## config.mk

```make
export PLATFORM = sky130hd
export DESIGN_NAME = pc_fetch_unit_flat
export DESIGN_NICKNAME = d
export VERILOG_FILES = /design/src/rtl/pc_fetch_unit_pkg.sv /design/src/rtl/pc_fetch_unit_if.sv /design/src/rtl/pc_fetch_unit_next.sv /design/src/rtl/pc_fetch_unit.sv /design/src/flat_wrapper.sv
export SDC_FILE = /design/constraint.sdc
export NUM_CORES = 1
export LEC_CHECK = 0
export ABC_CLOCK_PERIOD_IN_PS = 6450
export CORE_ASPECT_RATIO = 1.25
export CORE_MARGIN = 4
export CORE_UTILIZATION = 30
export DETAILED_ROUTE_END_ITERATION = 10
export PLACE_DENSITY = 0.6
export SYNTH_ARGS = -nofsm -noshare
export SYNTH_HDL_FRONTEND = slang
export SYNTH_HIERARCHICAL = 1
export SYNTH_SLANG_ARGS = --single-unit
```

## constraint.sdc

```tcl
create_clock -name clk -period 6.45 [get_ports clk]
set_clock_uncertainty 0.05 [all_clocks]
set_input_delay 0.9675 -clock clk [delete_from_list [all_inputs] [get_ports clk]]
set_output_delay 0.9675 -clock clk [all_outputs]
set_load 0.03 [all_outputs]
```

## src/rtl/pc_fetch_unit_pkg.sv

```systemverilog
// Shared constants, fetch FSM state type and the fetch-address legality rule
// for the RV32 fetch stage.
package cpu_pkg;

  localparam logic [31:0] RESET_PC_DEFAULT      = 32'h0000_0004;
  localparam logic [31:0] IMEM_MAX_ADDR_DEFAULT = 32'd10000;
  localparam logic [31:0] INST_NOP              = 32'h0000_0013;

  typedef enum logic [1:0] {
    BOOT  = 2'd0,
    RUN   = 2'd1,
    FAULT = 2'd2
  } fetch_state_t;

  // A fetch target is legal when it is word-aligned and inside instruction memory.
  function automatic logic is_legal_fetch(input logic [31:0] addr,
                                          input logic [31:0] max_addr);
    return (addr[1:0] == 2'b00) && (addr <= max_addr);
  endfunction

endpackage

```

## src/rtl/pc_fetch_unit_if.sv

```systemverilog
// Fetch-stage bus: control from the core, the instruction memory read port,
// and the registered fetch output towards decode/execute.
interface pc_fetch_unit_if;

  logic        stall;
  logic        redirect;
  logic [31:0] redirect_target;
  logic        jalr_sel;
  logic [31:0] imem_addr;
  logic [31:0] imem_inst;
  logic [31:0] inst_o;
  logic [31:0] pc_o;
  logic [31:0] pc_plus4_o;
  logic        inst_valid;
  logic        fault;
  logic [31:0] fault_pc;
  logic [31:0] fetch_cnt;

  // Fetch unit side: drives the memory address and the fetch output register.
  modport master (
    input  stall,
    input  redirect,
    input  redirect_target,
    input  jalr_sel,
    output imem_addr,
    input  imem_inst,
    output inst_o,
    output pc_o,
    output pc_plus4_o,
    output inst_valid,
    output fault,
    output fault_pc,
    output fetch_cnt
  );

  // Core / memory side: supplies control and the instruction word.
  modport slave (
    output stall,
    output redirect,
    output redirect_target,
    output jalr_sel,
    input  imem_addr,
    output imem_inst,
    input  inst_o,
    input  pc_o,
    input  pc_plus4_o,
    input  inst_valid,
    input  fault,
    input  fault_pc,
    input  fetch_cnt
  );

endinterface

```

## src/rtl/pc_fetch_unit_next.sv

```systemverilog
// Next-PC selection: redirect target (bit 0 dropped for JALR) or pc+4, plus
// the legality verdict for whichever candidate was chosen.
module pc_next_logic
  import cpu_pkg::*;
#(
  parameter logic [31:0] IMEM_MAX_ADDR = IMEM_MAX_ADDR_DEFAULT
) (
  input  logic [31:0] pc,
  input  logic        redirect,
  input  logic [31:0] redirect_target,
  input  logic        jalr_sel,
  output logic [31:0] candidate,
  output logic        legal
);

  logic [31:0] target_adj;

  // Pick the candidate and judge it; pc+4 wraps naturally at 2^32.
  always_comb begin
    target_adj = redirect_target;
    if (jalr_sel) begin
      target_adj[0] = 1'b0;
    end
    candidate = redirect ? target_adj : (pc + 32'd4);
    legal     = is_legal_fetch(candidate, IMEM_MAX_ADDR);
  end

endmodule

```

## src/rtl/pc_fetch_unit.sv

```systemverilog
// Fetch stage of the single-cycle RV32 core: holds the PC, addresses the
// instruction memory combinationally and registers word + PC for decode.
// Illegal fetch targets park the unit in a terminal FAULT state.
module pc_fetch_unit
  import cpu_pkg::*;
#(
  parameter logic [31:0] RESET_PC      = RESET_PC_DEFAULT,
  parameter logic [31:0] IMEM_MAX_ADDR = IMEM_MAX_ADDR_DEFAULT
) (
  input  logic            clk,
  input  logic            rst,
  pc_fetch_unit_if.master bus
);

  fetch_state_t state;
  logic [31:0]  pc_p0;
  logic [31:0]  inst_p1;
  logic [31:0]  pc_p1;
  logic [31:0]  pc_plus4_p1;
  logic         vld_p1;
  logic         fault_q;
  logic [31:0]  fault_pc_q;
  logic [31:0]  fetch_cnt_q;
  logic [31:0]  candidate;
  logic         legal;

  pc_next_logic #(
    .IMEM_MAX_ADDR (IMEM_MAX_ADDR)
  ) u_next (
    .pc              (pc_p0),
    .redirect        (bus.redirect),
    .redirect_target (bus.redirect_target),
    .jalr_sel        (bus.jalr_sel),
    .candidate       (candidate),
    .legal           (legal)
  );

  // Fetch FSM: owns pc, the fetch output register, the fault record and the counter.
  always_ff @(posedge clk or posedge rst) begin
    if (rst) begin
      state       <= BOOT;
      pc_p0       <= RESET_PC;
      inst_p1     <= 32'd0;
      pc_p1       <= 32'd0;
      pc_plus4_p1 <= 32'd4;
      vld_p1      <= 1'b0;
      fault_q     <= 1'b0;
      fault_pc_q  <= 32'd0;
      fetch_cnt_q <= 32'd0;
    end else begin
      case (state)
        BOOT: begin
          vld_p1 <= 1'b0;
          state  <= RUN;
        end
        RUN: begin
          if (bus.redirect && !legal) begin
            state      <= FAULT;
            fault_q    <= 1'b1;
            fault_pc_q <= candidate;
            vld_p1     <= 1'b0;
          end else if (bus.redirect) begin
            // Word fetched this cycle is wrong-path: flush it, stall or not.
            pc_p0  <= candidate;
            vld_p1 <= 1'b0;
          end else if (bus.stall) begin
            vld_p1 <= vld_p1;
          end else begin
            // Deliver the current word even if the following address is illegal.
            inst_p1     <= bus.imem_inst;
            pc_p1       <= pc_p0;
            pc_plus4_p1 <= candidate;
            vld_p1      <= 1'b1;
            fetch_cnt_q <= fetch_cnt_q + 32'd1;
            if (legal) begin
              pc_p0 <= candidate;
            end else begin
              state      <= FAULT;
              fault_q    <= 1'b1;
              fault_pc_q <= candidate;
            end
          end
        end
        FAULT: begin
          vld_p1 <= 1'b0;
        end
        default: begin
          state  <= FAULT;
          vld_p1 <= 1'b0;
        end
      endcase
    end
  end

  // Memory address follows pc directly; the rest are straight register outputs.
  always_comb begin
    bus.imem_addr  = pc_p0;
    bus.inst_o     = inst_p1;
    bus.pc_o       = pc_p1;
    bus.pc_plus4_o = pc_plus4_p1;
    bus.inst_valid = vld_p1;
    bus.fault      = fault_q;
    bus.fault_pc   = fault_pc_q;
    bus.fetch_cnt  = fetch_cnt_q;
  end

endmodule

```

## src/flat_wrapper.sv

```systemverilog
// flat-port wrapper written by rule: the top's interface ports become plain ports
module pc_fetch_unit_flat import cpu_pkg::*;
#(
  parameter logic [31:0] RESET_PC      = RESET_PC_DEFAULT,
  parameter logic [31:0] IMEM_MAX_ADDR = IMEM_MAX_ADDR_DEFAULT
)
  (clk, rst, bus_stall, bus_redirect, bus_redirect_target, bus_jalr_sel, bus_imem_addr, bus_imem_inst, bus_inst_o, bus_pc_o, bus_pc_plus4_o, bus_inst_valid, bus_fault, bus_fault_pc, bus_fetch_cnt);
  pc_fetch_unit_if bus_i ();
  input  logic clk;
  input  logic rst;
  input wire logic [$bits(bus_i.stall)-1:0] bus_stall;
  input wire logic [$bits(bus_i.redirect)-1:0] bus_redirect;
  input wire logic [$bits(bus_i.redirect_target)-1:0] bus_redirect_target;
  input wire logic [$bits(bus_i.jalr_sel)-1:0] bus_jalr_sel;
  output wire logic [$bits(bus_i.imem_addr)-1:0] bus_imem_addr;
  input wire logic [$bits(bus_i.imem_inst)-1:0] bus_imem_inst;
  output wire logic [$bits(bus_i.inst_o)-1:0] bus_inst_o;
  output wire logic [$bits(bus_i.pc_o)-1:0] bus_pc_o;
  output wire logic [$bits(bus_i.pc_plus4_o)-1:0] bus_pc_plus4_o;
  output wire logic [$bits(bus_i.inst_valid)-1:0] bus_inst_valid;
  output wire logic [$bits(bus_i.fault)-1:0] bus_fault;
  output wire logic [$bits(bus_i.fault_pc)-1:0] bus_fault_pc;
  output wire logic [$bits(bus_i.fetch_cnt)-1:0] bus_fetch_cnt;
  assign bus_i.stall = bus_stall;
  assign bus_i.redirect = bus_redirect;
  assign bus_i.redirect_target = bus_redirect_target;
  assign bus_i.jalr_sel = bus_jalr_sel;
  assign bus_imem_addr = bus_i.imem_addr;
  assign bus_i.imem_inst = bus_imem_inst;
  assign bus_inst_o = bus_i.inst_o;
  assign bus_pc_o = bus_i.pc_o;
  assign bus_pc_plus4_o = bus_i.pc_plus4_o;
  assign bus_inst_valid = bus_i.inst_valid;
  assign bus_fault = bus_i.fault;
  assign bus_fault_pc = bus_i.fault_pc;
  assign bus_fetch_cnt = bus_i.fetch_cnt;
  pc_fetch_unit #(.RESET_PC(RESET_PC), .IMEM_MAX_ADDR(IMEM_MAX_ADDR)) u_core (.clk(clk), .rst(rst), .bus(bus_i));
endmodule
```

==> results of run 1 <==
==> cell usage after synthesis, drive strengths merged, types with 7 or more instances <==
cell type	count	area, sq um
nand4	18	125
nor4	9	92.6
buf	27	154
xor2	28	245
xnor2	22	193
o21ai	18	90.1
mux2	168	1890
dfrtp	194	4850
nand2	32	120
a31oi	7	43.8
nor2	21	78.8
and4	11	96.3
nor3	21	140
inv	16	60.1
clkbuf	7	26.3
nand3	20	118
==> registers in the layout, summed over array words and instances (netlist names) <==
signal,flops
u_core/bus.fault_pc,32
u_core/bus.inst_o,32
u_core/bus.pc_plus4_o,32
u_core/bus.fault,1
u_core/bus.pc_o,32
u_core/bus.imem_addr,32
u_core/bus.fetch_cnt,32
u_core/bus.inst_valid,1
u_core/state,2
==> routing by layer <==
layer,up-vias,share of wire (%)
met5,-,0.032
met4,2,1.8
met3,24,5.4
met2,175,50
met1,3180,43
li1,2949,-
==> logic make-up (layout without fill, tap and decap cells) <==
| kind of cell | count (synthesis) | in the layout |
|---|---|---|
| compound gates | 50 | 50 |
| flops | 196 | 196 |
| simple gates | 163 | 163 |
| mux | 168 | 168 |
| buf+inv | 50 | 316 |
| xor+xnor | 50 | 50 |
| fa+ha+maj | 2 | 2 |
==> per-stage QoR <==
step           setup slack [ns]  area (sq um)  total power, mW  utilization, %  cells
6_report                   2.03         12400             2.98            42.5   1341
5_1_grt                    1.71         12400             3.11            42.5   1341
4_1_cts                    2.01         12400             3.04            42.5   1341
3_5_place_dp               1.80         11800             1.99            40.6   1309
3_3_place_gp               1.82         11800             1.98            40.6   1309
2_1_floorplan            0.0952          8840             1.70               -    679
==> worst reg2reg max path: cells and delay by family, from the launching register on <==
family	cells	cell delay, ns
AO/OA/AOI/OAI	2	0.65
flip-flops	1	0.56
multiplexers	1	0.43
AND/OR/NAND/NOR	7	2.62
==> layout make-up <==
type,instances,share of cell area [%]
Multi-Input combinational cell,433,29.9
Timing Repair Buffer,268,21.5
Clock buffer,21,3.63
Sequential cell,196,39.6
Inverter,16,0.545
Clock inverter,11,0.858
Tap cell,396,4.00
==> worst paths after layout <==
| kind | start | to | slack, ns | depth (start not counted) |
|---|---|---|---|---|
| max in group asynchronous | rst | u_core/bus.inst_o[27]$_DFFE_PP0P_ | 4.04 | 3 |
| max | u_core/bus.imem_addr[10]$_DFFE_PP0P_ | u_core/bus.fault_pc[19]$_DFFE_PP0P_ | 2.03 | 10 |
| min in group asynchronous | rst | u_core/bus.inst_o[13]$_DFFE_PP0P_ | 1.02 | 2 |
| min reg2reg | u_core/bus.fetch_cnt[31]$_DFFE_PP0P_ | u_core/bus.fetch_cnt[31]$_DFFE_PP0P_ | 0.41 | 1 |
| max reg2reg | u_core/bus.imem_addr[10]$_DFFE_PP0P_ | u_core/bus.fault_pc[19]$_DFFE_PP0P_ | 2.03 | 10 |
| min | u_core/bus.fetch_cnt[31]$_DFFE_PP0P_ | u_core/bus.fetch_cnt[31]$_DFFE_PP0P_ | 0.41 | 1 |
==> power groups by stage <==
stage	Clock (mW)	Sequential [mW]	Combinational, mW
6_report	1.03	1.37	0.589
2_1_floorplan	0	1.57	0.126
3_3_place_gp	0	1.39	0.595
5_1_grt	1.11	1.38	0.621
3_5_place_dp	0	1.39	0.598
4_1_cts	1.07	1.37	0.600
==> results.json, run 1 <==
{
  "outcome": "finished clean",
  "critPathRequiredTime_ns": 6.72,
  "drv_cap": 0,
  "p_sw_share_pct": 28.6,
  "totalWireLength_mm": 25.2,
  "clock_sinks": 196,
  "met3_usage_pct": 3.84,
  "ys_async_sr_fraction_pct": 100,
  "max_stage_delay_ns": 0.83,
  "drive_gt1_share_pct": 24.1,
  "core-area_sq_mm": 0.0292,
  "final_cell_mix": "clkdlybuf4s50_1, dfrtp_1, mux2_2, nand2_1, xor2_1",
  "die_h_um": 200,
  "use_met1_pct": 20.0,
  "hold_violations": 0,
  "critical_path.most_common_cell": "nor4b_1",
  "seqPwrFrac_pct": 45.8,
  "max_clock_freq_mhz": 226,
  "setup_violations": 0,
  "critPathCaptureType": "flop",
  "grt_setup_unrepaired": "no",
  "hold_buffers": 0,
  "internal_power_mw": 2.13,
  "crit_family": "simple AND/OR/NAND/NOR gates",
  "path_cells": "nand3_2, or2_1, or4_1, a31oi_1, nor4b_1, nor4b_1, and4b_1, a21oi_1, and2_2, mux2_2",
  "track_usage_pct": 15.5,
  "synth_xor_area_share_pct": 4.95,
  "die_w_um": 162,
  "synth_flop_cell": "dfrtp_1",
  "comb_power_share_pct": 19.8,
  "num_vias": 6330,
  "diodes": 0,
  "path_max_fanout": 33,
  "worstPathArrival_ns": 4.69,
  "layout_commonest_cell": "clkdlybuf4s50_1",
  "gp_congestion": 0.781,
  "p_sw_mw": 0.851,
  "p_leak_nw": 5.37,
  "clockBufferDepth": 2,
  "route.detailed.wl_per_inst_um": 18.8,
  "path_clk_slew_ns": 0.07,
  "drtIter0Drc": 229,
  "dp_hpwl_mm": 18.1,
  "die_area_sq_mm": 0.0323,
  "clock_latency_ns": 0.44,
  "ir_worst_vdd_mv": 0.156,
  "cts_tree": "built",
  "use_met2_pct": 25.9,
  "ys_seq_area_share_pct": 55.5,
  "drv_slew": 0,
  "cts_setup_buffers": 0,
  "setup.worst_path.start_class": "flop",
  "ys_ff_latch": 196,
  "path_buf_inv": 0,
  "worstMarginPinSlew_ns": 1.17,
  "synth_nets": 750,
  "synthMuxAreaShare_pct": 21.4,
  "drc_errors": 0,
  "ant_nets": 0,
  "fin_setup_tns_ns": 0,
  "rows": 70,
  "regArea_sq_mm": 0.00491,
  "synth_area_sq_mm": 0.00884,
  "pwr-share-clk_pct": 34.4,
  "cts_max_level": 4,
  "start_util_pct": 30.3,
  "fin_crit_ns": 4.42,
  "grt_remaining_overflow": 0,
  "cts_resized": 0,
  "fin_crit_sh_pct": 68.5,
  "critPathKind": "reg2reg",
  "synthDistinctLibCells": 54,
  "synth_fa_ha_area_share_pct": 0.283,
  "slew_headroom_pct": 22.1,
  "nFillCells": 2781,
  "powerDensity_mw_per_mm2": 241,
  "syn_avg_cell_area_sq_um": 13.0,
  "busiest_layer": "met2",
  "grt_pass1_vias": 6600,
  "hold_path.class": "reg2reg",
  "synth_compound_area_share_pct": 3.64,
  "fin_nets": 1003,
  "crit_slowest_cell": "and2_2",
  "numCtsBuffers": 17,
  "vias_per_cell": 4.72,
  "grt_first_pass_wirelength_mm": 39.1,
  "grt_antenna_before_repair": 1,
  "synth_cells": 679,
  "io_pins": 263,
  "dr.pass1.iters": 4,
  "holdWs_ns": 0.414,
  "io_buffers": 262,
  "multiInputGateArea_sq_mm": 0.00370,
  "root_buffer": "clkbuf_16",
  "grt_max_degree": 109,
  "synth_top_family_by_area": "multiplexers",
  "syn2layout_area_growth_pct": 40.2,
  "synth_simple_gate_area_share_pct": 11.5,
  "synth_edf_count": 0,
  "yosysWarnings": 6
}
No activity file was read; power rests on OpenSTA's default activity.
==> inputs of run 2 (changes only) <==
--- a/config.mk
+++ b/config.mk
@@ -5,7 +5,7 @@
 export SDC_FILE = /design/constraint.sdc
 export NUM_CORES = 1
 export LEC_CHECK = 0
-export ABC_CLOCK_PERIOD_IN_PS = 6450
+export ABC_CLOCK_PERIOD_IN_PS = 3710
 export CORE_ASPECT_RATIO = 1.25
 export CORE_MARGIN = 4
 export CORE_UTILIZATION = 30
==> constraint.sdc (replaced) <==
create_clock -name clk -period 3.71 [get_ports clk]
set_clock_uncertainty 0.05 [all_clocks]
set_input_delay 0.5565 -clock clk [delete_from_list [all_inputs] [get_ports clk]]
set_output_delay 0.5565 -clock clk [all_outputs]
set_load 0.03 [all_outputs]
==> run 2 against run 1 <==
  * Sequential power rose by 74%
  * Combinational power rose by 78%
  * Count of clock-buffer cells in the layout down 2
  * Critical path type unchanged
  * Power is 81% higher
  * First-iteration DRC count increased by 32%
  * Setup slack lost 1.9 ns
  * Flip-flop and latch count unchanged
==> results.json, run 2 (synthesis results as in run 1) <==
{
  "die_w_um": 162,
  "layout.cells.non_filler": 1398,
  "dr.pass1.iters": 4,
  "drive_gt1_share_pct": 30.2,
  "reg2reg_depth": 14,
  "fin_crit_sh_pct": 97.8,
  "ir_worst_vdd_mv": 0.304,
  "die_h_um": 200,
  "rr_startpoint": "u_core/bus.imem_addr[2]$_DFFE_PP1P_",
  "hold_path.class": "reg2reg",
  "core-area_sq_mm": 0.0292,
  "dp_hpwl_mm": 18.9,
  "clockBufferDepth": 2,
  "fin_crit_ns": 3.63,
  "comb_power_share_pct": 19.5,
  "num_vias": 6531,
  "seqPwrFrac_pct": 44.1,
  "place_inst": 1356,
  "powerDensity_mw_per_mm2": 411,
  "clock_sinks": 196,
  "cts_tree": "built",
  "holdWs_ns": 0.420,
  "start_util_pct": 30.3,
  "dp_slack_ns": -0.0880,
  "critPathRequiredTime_ns": 3.98,
  "grt_setup_unrepaired": "yes",
  "setup.worst_path.start_class": "flop",
  "grt_first_pass_wirelength_mm": 39.6,
  "path_cells": "ha_4, nand4_1, or4_1, a31oi_2, o21ai_2, buf_4, nor4b_2, buf_4, nor4b_2, and4b_2, a21oi_2, and2_4, clkbuf_16, mux2_2",
  "gp_congestion": 0.800,
  "grt_max_degree": 113,
  "vias_per_cell": 4.67,
  "worstPathArrival_ns": 3.90,
  "path_clk_slew_ns": 0.07,
  "layout_setup_ws_ns": 0.0818,
  "path_buf_inv": 3,
  "crit_family": "simple AND/OR/NAND/NOR gates",
  "die_area_sq_mm": 0.0323,
  "r2r_slack_ns": 0.08,
  "path_max_fanout": 7,
  "p_leak_nw": 5.76,
  "design_area_sq_mm": 0.0131,
  "fin_nets": 1060,
  "grt_remaining_overflow": 0,
  "syn2layout_area_growth_pct": 48.6,
  "io_buffers": 262,
  "final_cell_mix": "clkdlybuf4s50_1, dfrtp_1, mux2_2, buf_4, nand2_1",
  "internal_power_mw": 3.89,
  "track_usage_pct": 15.7,
  "max_clock_freq_mhz": 276,
  "total_power_mw": 5.39,
  "outcome": "finished clean",
  "worstMarginPinSlew_ns": 0.772,
  "clock_latency_ns": 0.44,
  "diodes": 0,
  "hold_violations": 0,
  "grt_antenna_before_repair": 0,
  "worstReg2RegEnd": "u_core/bus.fault_pc[12]$_DFFE_PP0P_",
  "root_buffer": "clkbuf_16",
  "drtIter0Drc": 303,
  "finalCoreUtilization_pct": 45.0,
  "drc_errors": 0,
  "max_stage_delay_ns": 0.59,
  "place_area_sq_mm": 0.0123,
  "totalWireLength_mm": 26.2,
  "crit_path_start": "u_core/bus.imem_addr[2]$_DFFE_PP1P_",
  "ant_nets": 0,
  "numCtsBuffers": 17,
  "io_pins": 263,
  "grt_pass1_vias": 6799,
  "p_sw_share_pct": 27.9,
  "cp_num_cells": 14,
  "cts_max_level": 4,
  "crit_path_end": "u_core/bus.fault_pc[12]$_DFFE_PP0P_",
  "layout_commonest_cell": "clkdlybuf4s50_1",
  "pwr-share-clk_pct": 36.5,
  "rows": 70,
  "slew_headroom_pct": 48.3,
  "setup_violations": 0,
  "drv_slew": 0,
  "fin_setup_tns_ns": 0,
  "route.detailed.wl_per_inst_um": 18.7,
  "critPathCaptureType": "flop",
  "p_sw_mw": 1.51,
  "critPathKind": "reg2reg",
  "drv_cap": 0,
  "crit_slowest_cell": "dfstp_2"
}
run 2: cell types whose count changed in the layout (fill, tap and decap cells not counted), moves of 3 or more:
cell       delta
a31oi_2       +3
buf_4        +44
clkbuf_16     +3
a31oi_1       -3
buf_6         +4
inv_6         +3
buf_12        +6
clkbuf_1      -3
clkinv_4      -3
run 2: power by group through the flow:
stage,registers (mW),clock network [mW],logic [mW]
floorplan,2.74,0,0.220
global placement,2.41,0,1.05
detailed placement,2.42,0,1.06
CTS,2.38,2.05,1.06
global route,2.40,2.12,1.11
finish,2.38,1.97,1.05
run 2: how the worst min path moves through the flow:
stage / end / slack (ns) / start / cells past startpoint
after floorplan: u_core/state[0]$_DFFE_PP0P_ / 0.40 / u_core/state[0]$_DFFE_PP0P_ / 1
final: u_core/bus.fetch_cnt[31]$_DFFE_PP0P_ / 0.42 / u_core/bus.fetch_cnt[31]$_DFFE_PP0P_ / 1
after global placement: u_core/bus.fault$_DFFE_PP0P_ / 0.40 / u_core/bus.fault$_DFFE_PP0P_ / 1
after CTS: u_core/bus.fetch_cnt[31]$_DFFE_PP0P_ / 0.42 / u_core/bus.fetch_cnt[31]$_DFFE_PP0P_ / 1
after detailed placement: u_core/bus.fetch_cnt[31]$_DFFE_PP0P_ / 0.41 / u_core/bus.fetch_cnt[31]$_DFFE_PP0P_ / 1
after global routing: u_core/bus.fetch_cnt[31]$_DFFE_PP0P_ / 0.44 / u_core/bus.fetch_cnt[31]$_DFFE_PP0P_ / 1
run 2: per-layer routing:
layer	vias up	share of wire, %	track usage [%]
li1	3065	-	-
met1	3275	43	19.8
met2	163	50	26.8
met3	28	5.0	3.78
met4	0	2.1	5.15
met5	-	0	0
run 2: final cells by class:
cell class	instances	area, sq um
Fill cell	2671	16000
Sequential cell	196	4910
Multi-Input combinational cell	433	3810
Timing Repair Buffer	325	3230
Tap cell	396	495
Clock buffer	19	453
Clock inverter	13	170
Inverter	16	63.8
run 2: what timing repair did:
item / in CTS / in global routing
endpoints found under the setup margin: 0 / 65
gates resized for setup: 0 / 24
hold buffers: 0 / 0
buffers inserted: 0 / 5
run 2: worst reg2reg max path, stage by stage, from the launching register on:
cell and delay (ns):
dfstp_2 0.59, ha_4 0.15, nand4_1 0.18, or4_1 0.53, a31oi_2 0.22, o21ai_2 0.08
buf_4 0.13, nor4b_2 0.15, buf_4 0.14, nor4b_2 0.14, and4b_2 0.26, a21oi_2 0.12
and2_4 0.26, clkbuf_16 0.19, mux2_2 0.33
==> inputs of run 3 (changes only) <==
--- a/config.mk
+++ b/config.mk
@@ -5,12 +5,12 @@
 export SDC_FILE = /design/constraint.sdc
 export NUM_CORES = 1
 export LEC_CHECK = 0
-export ABC_CLOCK_PERIOD_IN_PS = 3710
+export ABC_CLOCK_PERIOD_IN_PS = 3790
 export CORE_ASPECT_RATIO = 1.25
 export CORE_MARGIN = 4
 export CORE_UTILIZATION = 30
 export DETAILED_ROUTE_END_ITERATION = 10
-export PLACE_DENSITY = 0.6
+export PLACE_DENSITY = 0.58
 export SYNTH_ARGS = -nofsm -noshare
 export SYNTH_HDL_FRONTEND = slang
 export SYNTH_HIERARCHICAL = 1
==> constraint.sdc (replaced) <==
create_clock -name clk -period 3.79 [get_ports clk]
set_clock_uncertainty 0.05 [all_clocks]
set_input_delay 0.5685 -clock clk [delete_from_list [all_inputs] [get_ports clk]]
set_output_delay 0.5685 -clock clk [all_outputs]
set_load 0.03 [all_outputs]
==> run 3 against run 2 <==
  * Die area unchanged
  * Fmax down 0.90%
  * Sequential share of layout area up 0.74 points
  * Hold slack better by 0.0012 ns
  * Flip-flop and latch count unchanged
  * Via count down 1.3%
  * Combinational power about the same
  * First-iteration DRC count up 12%
  * Final cell count down 1.3%
  * Design area down 1.9%
  * Critical path type unchanged
  * Critical endpoint is now u_core/bus.fault_pc[0]$_DFFE_PP0P_
==> results.json, run 3 (synthesis results as in run 1) <==
{
  "diodes": 0,
  "route.detailed.wl_per_inst_um": 18.7,
  "setup.worst_path.start_class": "flop",
  "hold_path.class": "reg2reg",
  "path_max_fanout": 18,
  "path_clk_slew_ns": 0.07,
  "slew_headroom_pct": 49.9,
  "layout_commonest_cell": "clkdlybuf4s50_1",
  "worstMarginPinSlew_ns": 0.750,
  "seqPwrFrac_pct": 43.4,
  "fin_crit_sh_pct": 96.6,
  "p_leak_nw": 5.64,
  "grt_first_pass_wirelength_mm": 40.0,
  "io_buffers": 262,
  "outcome": "finished clean",
  "drv_cap": 0,
  "fin_nets": 1042,
  "drtIter0Drc": 339,
  "grt_max_degree": 102,
  "clock_sinks": 196,
  "max_clock_freq_mhz": 273,
  "core-area_sq_mm": 0.0292,
  "track_usage_pct": 15.9,
  "clock_latency_ns": 0.45,
  "die_area_sq_mm": 0.0323,
  "ir_worst_vdd_mv": 0.287,
  "rows": 70,
  "nFillCells": 2730,
  "grt_antenna_before_repair": 0,
  "totalWireLength_mm": 25.8,
  "root_buffer": "clkbuf_16",
  "cts_tree": "built",
  "fin_crit_ns": 3.66,
  "dp_slack_ns": 0.154,
  "finalCoreUtilization_pct": 44.1,
  "num_vias": 6449,
  "critPathCaptureType": "flop",
  "start_util_pct": 30.3,
  "hold_violations": 0,
  "numCtsBuffers": 17,
  "place_inst": 1347,
  "dp_hpwl_mm": 19.0,
  "vias_per_cell": 4.67,
  "grt_pass1_vias": 6621,
  "powerDensity_mw_per_mm2": 416,
  "pwr-share-clk_pct": 37.5,
  "syn2layout_area_growth_pct": 45.7,
  "drc_errors": 0,
  "comb_power_share_pct": 19.1,
  "fin_setup_tns_ns": 0,
  "grt_setup_unrepaired": "yes",
  "setup_violations": 0,
  "critPathRequiredTime_ns": 4.06,
  "die_h_um": 200,
  "p_sw_share_pct": 27.5,
  "layout_setup_ws_ns": 0.129,
  "cts_max_level": 4,
  "layout.cells.non_filler": 1380,
  "drv_slew": 0,
  "final_cell_mix": "clkdlybuf4s50_1, dfrtp_1, mux2_2, buf_4, nand2_1",
  "grt_remaining_overflow": 0,
  "internal_power_mw": 3.88,
  "drive_gt1_share_pct": 27.5,
  "dr.pass1.iters": 4,
  "gp_congestion": 0.807,
  "critPathKind": "reg2reg",
  "io_pins": 263,
  "ant_nets": 0,
  "worstPathArrival_ns": 3.93,
  "clockBufferDepth": 2,
  "die_w_um": 162,
  "p_sw_mw": 1.48
}
## run 3: cell type report
class / instances / area [sq um] / area share, %
clock buffers: 22 / 474 / 3.68
clock inverters: 10 / 171 / 1.33
inverters: 16 / 63.8 / 0.496
multi-input cells: 433 / 3730 / 29.0
flip-flops and latches: 196 / 4910 / 38.1
well taps: 396 / 495 / 3.85
repair buffers: 307 / 3030 / 23.6
## run 3: path summary, 6_finish.rpt
check	slack [ns]	to	cells after the start	from
worst min-delay path	0.42	u_core/bus.fetch_cnt[31]$_DFFE_PP0P_	1	u_core/bus.fetch_cnt[31]$_DFFE_PP0P_
min in group asynchronous	0.55	u_core/bus.pc_plus4_o[30]$_DFFE_PP0P_	2	rst
worst min register to register	0.42	u_core/bus.fetch_cnt[31]$_DFFE_PP0P_	1	u_core/bus.fetch_cnt[31]$_DFFE_PP0P_
worst max-delay path	0.13	u_core/bus.fault_pc[0]$_DFFE_PP0P_	14	u_core/bus.imem_addr[2]$_DFFE_PP1P_
max in group asynchronous	2.32	u_core/bus.pc_o[19]$_DFFE_PP0P_	3	rst
worst max register to register	0.13	u_core/bus.fault_pc[0]$_DFFE_PP0P_	14	u_core/bus.imem_addr[2]$_DFFE_PP1P_
## run 3: power by group through the flow
| stage | clock network, mW | logic, mW | registers (mW) |
|---|---|---|---|
| 3_3_place_gp | 0 | 1.03 | 2.36 |
| 6_report | 2.01 | 1.02 | 2.33 |
| 5_1_grt | 2.15 | 1.08 | 2.35 |
| 2_1_floorplan | 0 | 0.215 | 2.68 |
| 4_1_cts | 2.07 | 1.04 | 2.33 |
| 3_5_place_dp | 0 | 1.04 | 2.37 |
## run 3: metrics by stage
stage          power [mW]  instance area, sq um  hold WS (ns)
6_report             5.36                 12900         0.422
2_1_floorplan        2.89                  8840         0.404
3_5_place_dp         3.41                 12200         0.413
3_3_place_gp         3.40                 12200         0.403
5_1_grt              5.58                 12900         0.445
4_1_cts              5.45                 12800         0.426
## run 3: repair_timing
item	CTS	global route
buffers inserted	0	1
setup endpoints to repair	0	65
resized for setup	0	6
hold buffers	0	0
## run 3: worst max-delay path, cell delays in order, from the launching register on
cell,delay [ns]
dfstp_2,0.56
ha_1,0.17
nand4_1,0.24
or4_1,0.46
a31oi_1,0.25
o21ai_1,0.13
buf_4,0.15
nor4b_1,0.13
buf_4,0.14
nor4b_1,0.13
and4b_1,0.21
a21oi_1,0.16
and2_2,0.23
buf_12,0.18
mux2_2,0.35
## run 3: per-layer routing
layer,vias to the layer above,routed length (um),GRT usage (%)
met4,0,530,5.50
met1,3237,10700,19.5
met3,24,1190,3.37
li1,3017,-,-
met2,171,13400,27.9
met5,-,0,0
